$ cat src/rtl/fht_sequencer.sv
// Address/control sequencer for the 4-bank in-place FHT datapath.
// Walks stages 0..A_BIT, issuing read addresses and delayed write strobes/addresses.
module fht_sequencer #(
   parameter int A_BIT  = 8,
   parameter int WR_LAT = 4,
   parameter int S_BIT  = $clog2(A_BIT + 1)
) (
   input  logic             iCLK,
   input  logic             iRESET,
   input  logic             iSTART,
   input  logic             iHOLD,
   input  logic             iABORT,
   output logic             oST_ZERO,
   output logic             oST_LAST,
   output logic             o2ND_PART_SUBSEC,
   output logic [A_BIT-1:0] oSECTOR,
   output logic [A_BIT-1:0] oADDR_RD_0,
   output logic [A_BIT-1:0] oADDR_RD_1,
   output logic [A_BIT-1:0] oADDR_RD_2,
   output logic [A_BIT-1:0] oADDR_RD_3,
   output logic [A_BIT-1:0] oADDR_WR,
   output logic [A_BIT-1:0] oADDR_WR_BIAS,
   output logic [A_BIT-1:0] oADDR_COEF,
   output logic             oWE_A,
   output logic             oWE_B,
   output logic             oSOURCE_DATA,
   output logic             oSOURCE_CONT,
   output logic             oRDY,
   output logic             oDONE
);

   localparam int WIN   = 2 ** (A_BIT + 1);
   localparam int T_LEN = WIN + WR_LAT + 2;
   localparam int C_BIT = $clog2(T_LEN);

   localparam logic [A_BIT-1:0] ADDR_MAX   = '1;
   localparam logic [A_BIT-1:0] ONE_A      = A_BIT'(1);
   localparam logic [S_BIT-1:0] ONE_S      = S_BIT'(1);
   localparam logic [S_BIT-1:0] STAGE_LAST = S_BIT'(A_BIT);
   localparam logic [C_BIT-1:0] ONE_C      = C_BIT'(1);
   localparam logic [C_BIT-1:0] CYC_LAST   = C_BIT'(T_LEN - 1);
   localparam logic [C_BIT-1:0] CYC_WIN    = C_BIT'(WIN);

   typedef enum logic {ST_IDLE, ST_RUN} state_t;

   state_t           state;
   logic [S_BIT-1:0] stage;
   logic [C_BIT-1:0] cyc;
   logic             ph;
   logic [A_BIT-1:0] addr_rd;
   logic             source_data;
   logic             source_cont;
   logic             done;

   logic [A_BIT-1:0] dl_addr [WR_LAT];
   logic [A_BIT-1:0] dl_mirr [WR_LAT];
   logic             dl_ph   [WR_LAT];
   logic             dl_vld  [WR_LAT];

   logic [A_BIT-1:0] mask;
   logic [A_BIT-1:0] offset;
   logic [A_BIT-1:0] mirror;
   logic [A_BIT-1:0] coef;
   logic [A_BIT-1:0] sector;
   logic             half_sub;
   logic             issue_valid;

   // Sector mask is D-1; stages 0 and 1 both use the full bank depth.
   always_comb begin
      mask        = (stage <= ONE_S) ? ADDR_MAX : (ADDR_MAX >> (stage - ONE_S));
      offset      = addr_rd & mask;
      mirror      = addr_rd;
      coef        = '0;
      sector      = addr_rd >> (A_BIT + 1 - int'(stage));
      half_sub    = |(offset & (mask ^ (mask >> 1)));
      issue_valid = (state == ST_RUN) && (cyc < CYC_WIN);
      if (stage != '0) begin
         mirror = (addr_rd & ~mask) | ((~offset + ONE_A) & mask);
         coef   = offset << (stage - ONE_S);
      end
   end

   always_ff @(posedge iCLK or negedge iRESET) begin
      if (!iRESET) begin
         state       <= ST_IDLE;
         stage       <= '0;
         cyc         <= '0;
         ph          <= 1'b0;
         addr_rd     <= '0;
         source_data <= 1'b0;
         source_cont <= 1'b1;
         done        <= 1'b0;
         for (int i = 0; i < WR_LAT; i++) begin
            dl_addr[i] <= '0;
            dl_mirr[i] <= '0;
            dl_ph[i]   <= 1'b0;
            dl_vld[i]  <= 1'b0;
         end
      end else begin
         done <= 1'b0;
         if (iABORT) begin
            state       <= ST_IDLE;
            stage       <= '0;
            cyc         <= '0;
            ph          <= 1'b0;
            addr_rd     <= '0;
            source_data <= 1'b0;
            source_cont <= 1'b1;
            for (int i = 0; i < WR_LAT; i++) begin
               dl_addr[i] <= '0;
               dl_mirr[i] <= '0;
               dl_ph[i]   <= 1'b0;
               dl_vld[i]  <= 1'b0;
            end
         end else begin
            source_cont <= (state == ST_IDLE);
            if (!iHOLD) begin
               case (state)
                  ST_IDLE: begin
                     if (iSTART) begin
                        state       <= ST_RUN;
                        stage       <= '0;
                        cyc         <= '0;
                        ph          <= 1'b0;
                        addr_rd     <= '0;
                        source_data <= 1'b0;
                     end
                  end
                  ST_RUN: begin
                     dl_addr[0] <= addr_rd;
                     dl_mirr[0] <= mirror;
                     dl_ph[0]   <= ph;
                     dl_vld[0]  <= issue_valid;
                     for (int i = 1; i < WR_LAT; i++) begin
                        dl_addr[i] <= dl_addr[i-1];
                        dl_mirr[i] <= dl_mirr[i-1];
                        dl_ph[i]   <= dl_ph[i-1];
                        dl_vld[i]  <= dl_vld[i-1];
                     end
                     if (cyc == CYC_LAST) begin
                        source_data <= ~source_data;
                        cyc         <= '0;
                        ph          <= 1'b0;
                        addr_rd     <= '0;
                        if (stage == STAGE_LAST) begin
                           // Flush so write-side addresses read 0 while idle.
                           state <= ST_IDLE;
                           stage <= '0;
                           done  <= 1'b1;
                           for (int i = 0; i < WR_LAT; i++) begin
                              dl_addr[i] <= '0;
                              dl_mirr[i] <= '0;
                              dl_ph[i]   <= 1'b0;
                              dl_vld[i]  <= 1'b0;
                           end
                        end else begin
                           stage <= stage + ONE_S;
                        end
                     end else begin
                        cyc <= cyc + ONE_C;
                        ph  <= ~ph;
                        if (ph && (addr_rd != ADDR_MAX))
                           addr_rd <= addr_rd + ONE_A;
                     end
                  end
                  default: state <= ST_IDLE;
               endcase
            end
         end
      end
   end

   assign oRDY             = (state == ST_IDLE);
   assign oST_ZERO         = (stage == '0) && !oRDY;
   assign oST_LAST         = (stage == STAGE_LAST) && !oRDY;
   assign o2ND_PART_SUBSEC = half_sub;
   assign oSECTOR          = sector;
   assign oADDR_RD_0       = addr_rd;
   assign oADDR_RD_2       = addr_rd;
   assign oADDR_RD_1       = mirror;
   assign oADDR_RD_3       = mirror;
   assign oADDR_WR         = dl_addr[WR_LAT-1];
   assign oADDR_WR_BIAS    = dl_mirr[WR_LAT-1];
   assign oADDR_COEF       = coef;
   assign oWE_A            = dl_vld[WR_LAT-1] && !dl_ph[WR_LAT-1] && !iHOLD;
   assign oWE_B            = dl_vld[WR_LAT-1] && dl_ph[WR_LAT-1] && !iHOLD;
   assign oSOURCE_DATA     = source_data;
   assign oSOURCE_CONT     = source_cont;
   assign oDONE            = done;

endmodule
$ cat config.mk
export PLATFORM = sky130hd
export DESIGN_NAME = fht_sequencer
export DESIGN_NICKNAME = d
export VERILOG_FILES = /design/src/rtl/fht_sequencer.sv
export SDC_FILE = /design/constraint.sdc
export NUM_CORES = 1
export LEC_CHECK = 0
export CAP_MARGIN = 20
export CORE_MARGIN = 2
export CORE_UTILIZATION = 40
export CTS_BUF_LIST = sky130_fd_sc_hd__clkbuf_16
export DETAILED_ROUTE_END_ITERATION = 16
export DONT_BUFFER_PORTS = 1
export HOLD_SLACK_MARGIN = 0.02
export SKIP_LAST_GASP = 1
export SLEW_MARGIN = 5
export SYNTH_ARGS = -nofsm -noshare
export SYNTH_HDL_FRONTEND = slang
export SYNTH_SLANG_ARGS = --single-unit
$ cat constraint.sdc
create_clock -name iCLK -period 3.2 [get_ports iCLK]
set_input_delay 0.16 -clock iCLK [delete_from_list [all_inputs] [get_ports iCLK]]
set_output_delay 0.16 -clock iCLK [all_outputs]
set_load 0.05 [all_outputs]
# Word-level counts from Yosys, hierarchy flattened
# Index checks and enable logic that the tools add are counted.
word_totals:
  regBits: 99
  latchBits: 0
  ramBits: 0
  romBits: 0
  inputBits: 5
  out_inout_bits: 73
  elab_cells: 132
  memories: 0
classes:
  addsub: 6
  multipliers: 0
  div_mod_pow: 0
  order_cmp: 2
  eq_ne: 7
  shifts: 3
  n_mux: 61
  n_bitwise: 11
  reduce_logical: 18
ops:
  columns: ["operator", "count"]
  rows:
  - ["$mux W32", 10]
  - ["$mux W8", 8]
  - ["$mux W4", 15]
  - ["$mux W10", 4]
  - ["$and A8 B8 Y8", 4]
  - ["$shr A8 B32 Y8", 1]
  - ["$pmux W10 S2", 1]
  - ["$mux W1", 18]
  - ["$add A8 B1 Y8 const B", 2]
  - ["$not A8 Y8", 2]
  - ["$pmux W8 S2", 1]
  - ["$add A10 B1 Y10 const B", 1]
  - ["$eq A10 B10 Y1 const B", 1]
  - ["$lt A10 B10 Y1 const B", 1]
  - ["$logic_and A1 B1 Y1", 8]
  - ["$ne A8 B8 Y1 const B", 1]
  - ["$or A8 B8 Y8", 1]
  - ["$pmux W4 S2", 1]
  - ["$reduce_or A8 Y1", 1]
  - ["$shl A8 B4 Y8", 1]
  - ["$shr A8 B4 Y8 const A", 1]
  - ["$xor A8 B7 Y8", 1]
  - ["$pmux W1 S2", 3]
  - ["$reduce_and A3 Y1", 2]
  - ["15 further kinds", 19]

# Longest topological paths before layout
logic_depth:
  word_depth: 14
  depth_mapped: 13
  depth_no_buf: 12

# Worst setup path after synthesis
# OpenSTA, ideal clock, no wires.
synth_timing:
  kind: "register to output"
  start: "register stage[0]"
  end: "output port oADDR_RD_3[7]"
  t_arrival_ns: 3.363
  t_required_ns: 3.040
  path_slack_ns: -0.323
  stages_incl_launch_ff: 11
  n_path_buf: 2
  cell_sequence: "dfrtp_1 inv_1 ha_1 buf_4 nand2b_1 a31oi_1 nand4_1 a222oi_1 nor3_1 xnor2_1 buf_4"
synth_between:
  elab_chain_len: 9
  elab_cells_between_ends: 13
  classes_between: "2 x add/sub; 1 x order compare; 1 x shift; 2 x mux; 6 x bitwise; 1 x reduce/logical"
synth_rtl:
  columns: ["element", "line_no", "source"]
  rows:
  - ["start: declaration", "47", "logic [S_BIT-1:0] stage;"]
  - ["start signal: assignment", "157", "stage <= stage + ONE_S;"]
  - ["$sub A4 B1 Y4", "70", "mask = (stage <= ONE_S) ? ADDR_MAX : (ADDR_MAX >> (stage - ONE_S));"]
  - ["$shr A8 B4 Y8", "70", null]
  - ["$mux W8", "70", null]
  - ["$and A8 B8 Y8", "71", "offset = addr_rd & mask;"]
  - ["$not A8 Y8", "78", "mirror = (addr_rd & ~mask) | ((~offset + ONE_A) & mask);"]
  - ["$add A8 B1 Y8", "78", null]
  - ["$and A8 B8 Y8", "78", null]
  - ["$or A8 B8 Y8", "78", null]
  - ["$mux W8 (*)", "77", "if (stage != '0) begin"]
  - ["end: declaration", "20", "output logic [A_BIT-1:0] oADDR_RD_3,"]
# Mark *: on every way between the ends. The rest lies on a longest branch, timed or not.

# Worst setup path in the final report
layout_timing:
  start: "register stage[1]"
  end: "output port oADDR_RD_3[7]"
# The elaborated chain is that of the path after synthesis.

==> reports/qor.csv <==
stage,metric,value,unit
synth,adder-cell share of the synthesized area,2.83,%
sta,WHS,0.0475,ns
global_routing,largest net degree at the start of global routing,100,
floorplanning,width of the die,119,um
critical_path,Critical Path AT,2.94,ns
cells_and_area,fin nets,560,
drt,remaining antenna violation count,0,
place,pre-CTS WS,0.224,ns
synth,number of synthesized flops with an enable pin,0,
cells_and_area,number of filler cells placed in the layout,1215,
global_routing,GR Util All Layers,18.8,%
clock_tree,CTS tree,built,
drt,residual DRC count,0,
synth,synthesized area,5310,um^2
synth,"Warnings, synthesis",0,
critical_path,startpoint types,flop,
drt,DR vias,4147,
sta,Setup TNS Final,0,ns
pwr,Peak VDD IR,0.227,mV
synth,simple-gate area share of the yosys netlist,13.5,%
place,Port Buffers,0,
cells_and_area,fraction of layout instances using a drive strength above 1,21.4,%
critical_path,crit-path max cell delay,0.41,ns
global_routing,vias in the first global route,4077,
synth,Synth Area in XOR/XNOR,3.77,%
clock_tree,clock slew at reported path FFs,0.06,ns
place,GP Congestion,0.933,
global_routing,gr ovfl total,0,
cells_and_area,most frequent cells in the layout,"dfrtp_1 (96), a22o_1 (66), buf_4 (51)",
global_routing,first-pass GRT wire length,21300,um
sta,Final Hold Viols,0,
clock_tree,Clock Sinks,99,
run,Max Cap Viol,0,
synth,Synth Area per Inst,9.91,um^2
synth,post-synthesis cell count,536,
floorplanning,Die Area,14200,um^2
cells_and_area,Final Cell Area,6200,um^2
synth,synth unique cells,63,
critical_path,Crit. End Element,output pin,
synth,sequential fraction of the synthesis area,46.7,%
pwr,Static Leakage,2.77,nW
cells_and_area,ant diodes,0,
sta,Max Freq,0.323,GHz
pwr,Pwr Density,423,nW/um^2
sta,Period minus WS final,3.10,ns
critical_path,Worst path most repeated cell,buf_4,
place,post-DP HPWL,9220,um
critical_path,worst path cell trace,inv_4 -> ha_1 -> a21boi_4 -> xor2_4 -> buf_6 -> o31ai_1 -> buf_4 -> a222oi_1 -> buf_4 -> nor3_2 -> xnor2_2 -> buf_12,
drt,final WL,12900,um
drt,vias per cell,5.73,
clock_tree,Num CTS Buffers,9,
hold_path,Hold Crit Class,in2reg,
synth,dominant synthesized flop cell,dfrtp_1,
cells_and_area,"most common cell after layout, fill and taps aside",dfrtp_1,
sta,Tightest Pin Transition,0.826,ns
sta,Final Cycle Share,96.9,%
floorplanning,I/O pins,78,
synth,largest family of logic cells by synthesized area,compound AO/OA/AOI/OAI gates,
critical_path,"reg-to-reg slack, setup",0.62,ns
synth,Synth Area in Compound Gates,23.3,%
floorplanning,Initial Util,40.6,%
outcome,status,"complete, no violations",
critical_path,CP max stage cell,dfrtp_1,
synth,syn_nets,553,
clock_tree,Longest Clk Path Bufs,2,
global_routing,initial antenna violation count,0,
synth,Yosys reg bits,99,
floorplanning,# rows,42,
clock_tree,Root Driver,clkbuf_16,
critical_path,WS Path Type,reg2out,
clock_tree,H-tree depth,3,
sta,Slew Limit Fails,0,
place,Placed Area,5710,um^2
critical_path,critical path peak fanout,9,
floorplanning,Die Y,119,um
sta,Setup Skew,0.00878,ns
cells_and_area,Layout area overhead,16.8,%
sta,Setup Viol. Count Final,0,
drt,routed len/inst,17.9,um
critical_path,"Req. time, crit path",3.04,ns
drt,DRT Pass-1 Iters,5,
sta,post-route setup slack,0.101,ns
synth,"FFs w/ async S/R, synth",100,%
synth,mux cell area share after synthesis,1.39,%
floorplanning,Core Area,13100,um^2
drt,DRT iter0 DRCs,386,
clock_tree,worst skew pair latency,0.35,ns
sta,Slew headroom,44.7,%
cell usage after synthesis, types with 5 or more instances:
cell	instances	area, um^2
a211oi_1	5	37.5
nand3_1	22	110
xnor2_1	12	105
a22o_1	66	578
a31oi_1	8	50.1
clkbuf_1	29	109
inv_1	14	52.6
nand2_1	42	158
nand4_1	5	31.3
nor2_1	46	173
a21oi_1	17	85.1
o21ai_0	26	130
nor3_1	6	30.0
buf_4	34	255
o31ai_1	7	52.6
o22ai_1	6	37.5
ha_1	12	150
dfrtp_1	98	2450
xor2_1	9	78.8
state kept, by name (all words and copies together) (netlist names):
| name | cells |
|---|---|
| state | 1 |
| cyc | 10 |
| oSOURCE_DATA | 1 |
| oADDR_WR_BIAS | 8 |
| dl_addr | 24 |
| oADDR_RD_0 | 8 |
| oSOURCE_CONT | 1 |
| ph | 1 |
| dl_vld | 4 |
| oADDR_WR | 8 |
| stage | 4 |
| dl_ph | 4 |
| dl_mirr | 24 |
| oDONE | 1 |
repair_timing:
action / in CTS / in global routing
setup endpoints to repair: 10 / 11
buffers inserted: 1 / 1
hold endpoints to repair: 101 / 0
resized for setup: 4 / 16
pin swaps: 1 / 2
hold buffers: 5 / 0
cloned: 0 / 0
metrics by stage:
| step | util, % | std cells | power [W] |
|---|---|---|---|
| floorplan | - | 536 | 0.00141 |
| global placement | 43.6 | 701 | 0.00146 |
| detailed placement | 43.6 | 701 | 0.00146 |
| CTS | 46.7 | 723 | 0.00265 |
| global route | 47.4 | 724 | 0.00272 |
| finish | 47.4 | 724 | 0.00263 |
final cells by class:
class | count | area (um^2) | area share [%]
multi-input combinational | 356 | 2550 | 41.1
inverter | 14 | 55.1 | 0.887
sequential | 99 | 2480 | 40.0
timing repair buffer | 63 | 582 | 9.38
clock buffer | 9 | 225 | 3.63
tap | 176 | 220 | 3.55
clock inverter | 7 | 90.1 | 1.45
report_power, final:
group | total, W | leakage (nW) | switching [W] | internal, W
combinational | 0.000209 | 1.24 | 0.000148 | 0.0000605
sequential | 0.00127 | 1.37 | 0.0000125 | 0.00126
clock | 0.00115 | 0.153 | 0.000465 | 0.000682
final timing paths:
path                       startpoint       endpoint  cells after the start
max in group asynchronous      iRESET       stage[3]                      2
max reg2reg                  stage[1]    dl_mirr[30]                     12
max                          stage[1]  oADDR_RD_3[7]                     12
min in group asynchronous      iRESET      dl_vld[1]                      2
min                            iABORT   oSOURCE_CONT                      2
min reg2reg                 dl_vld[3]      dl_vld[3]                      2
critical path, delay by kind of cell (launching register included):
kind / cells / cell delay (ns)
compound gates: 3 / 0.67
xor+xnor: 2 / 0.47
fa+ha+maj: 1 / 0.16
buf+inv: 5 / 0.82
flops: 1 / 0.41
simple gates: 1 / 0.05
per-layer routing:
metal	wire length, um	vias up	global-route usage (%)
met2	5890	163	28.4
met4	470	0	10.0
met1	5840	2009	24.9
met5	0	-	0
li1	-	1932	-
met3	735	43	4.41
cell families (layout without fill, tap and decap cells):
kind of cell / count (synthesis) / in the layout
buf+inv: 81 / 93
flops: 99 / 99
simple gates: 150 / 150
xor+xnor: 22 / 22
mux: 7 / 7
compound gates: 165 / 165
fa+ha+maj: 12 / 12
Note: power is estimated with default switching activity, not from simulation.
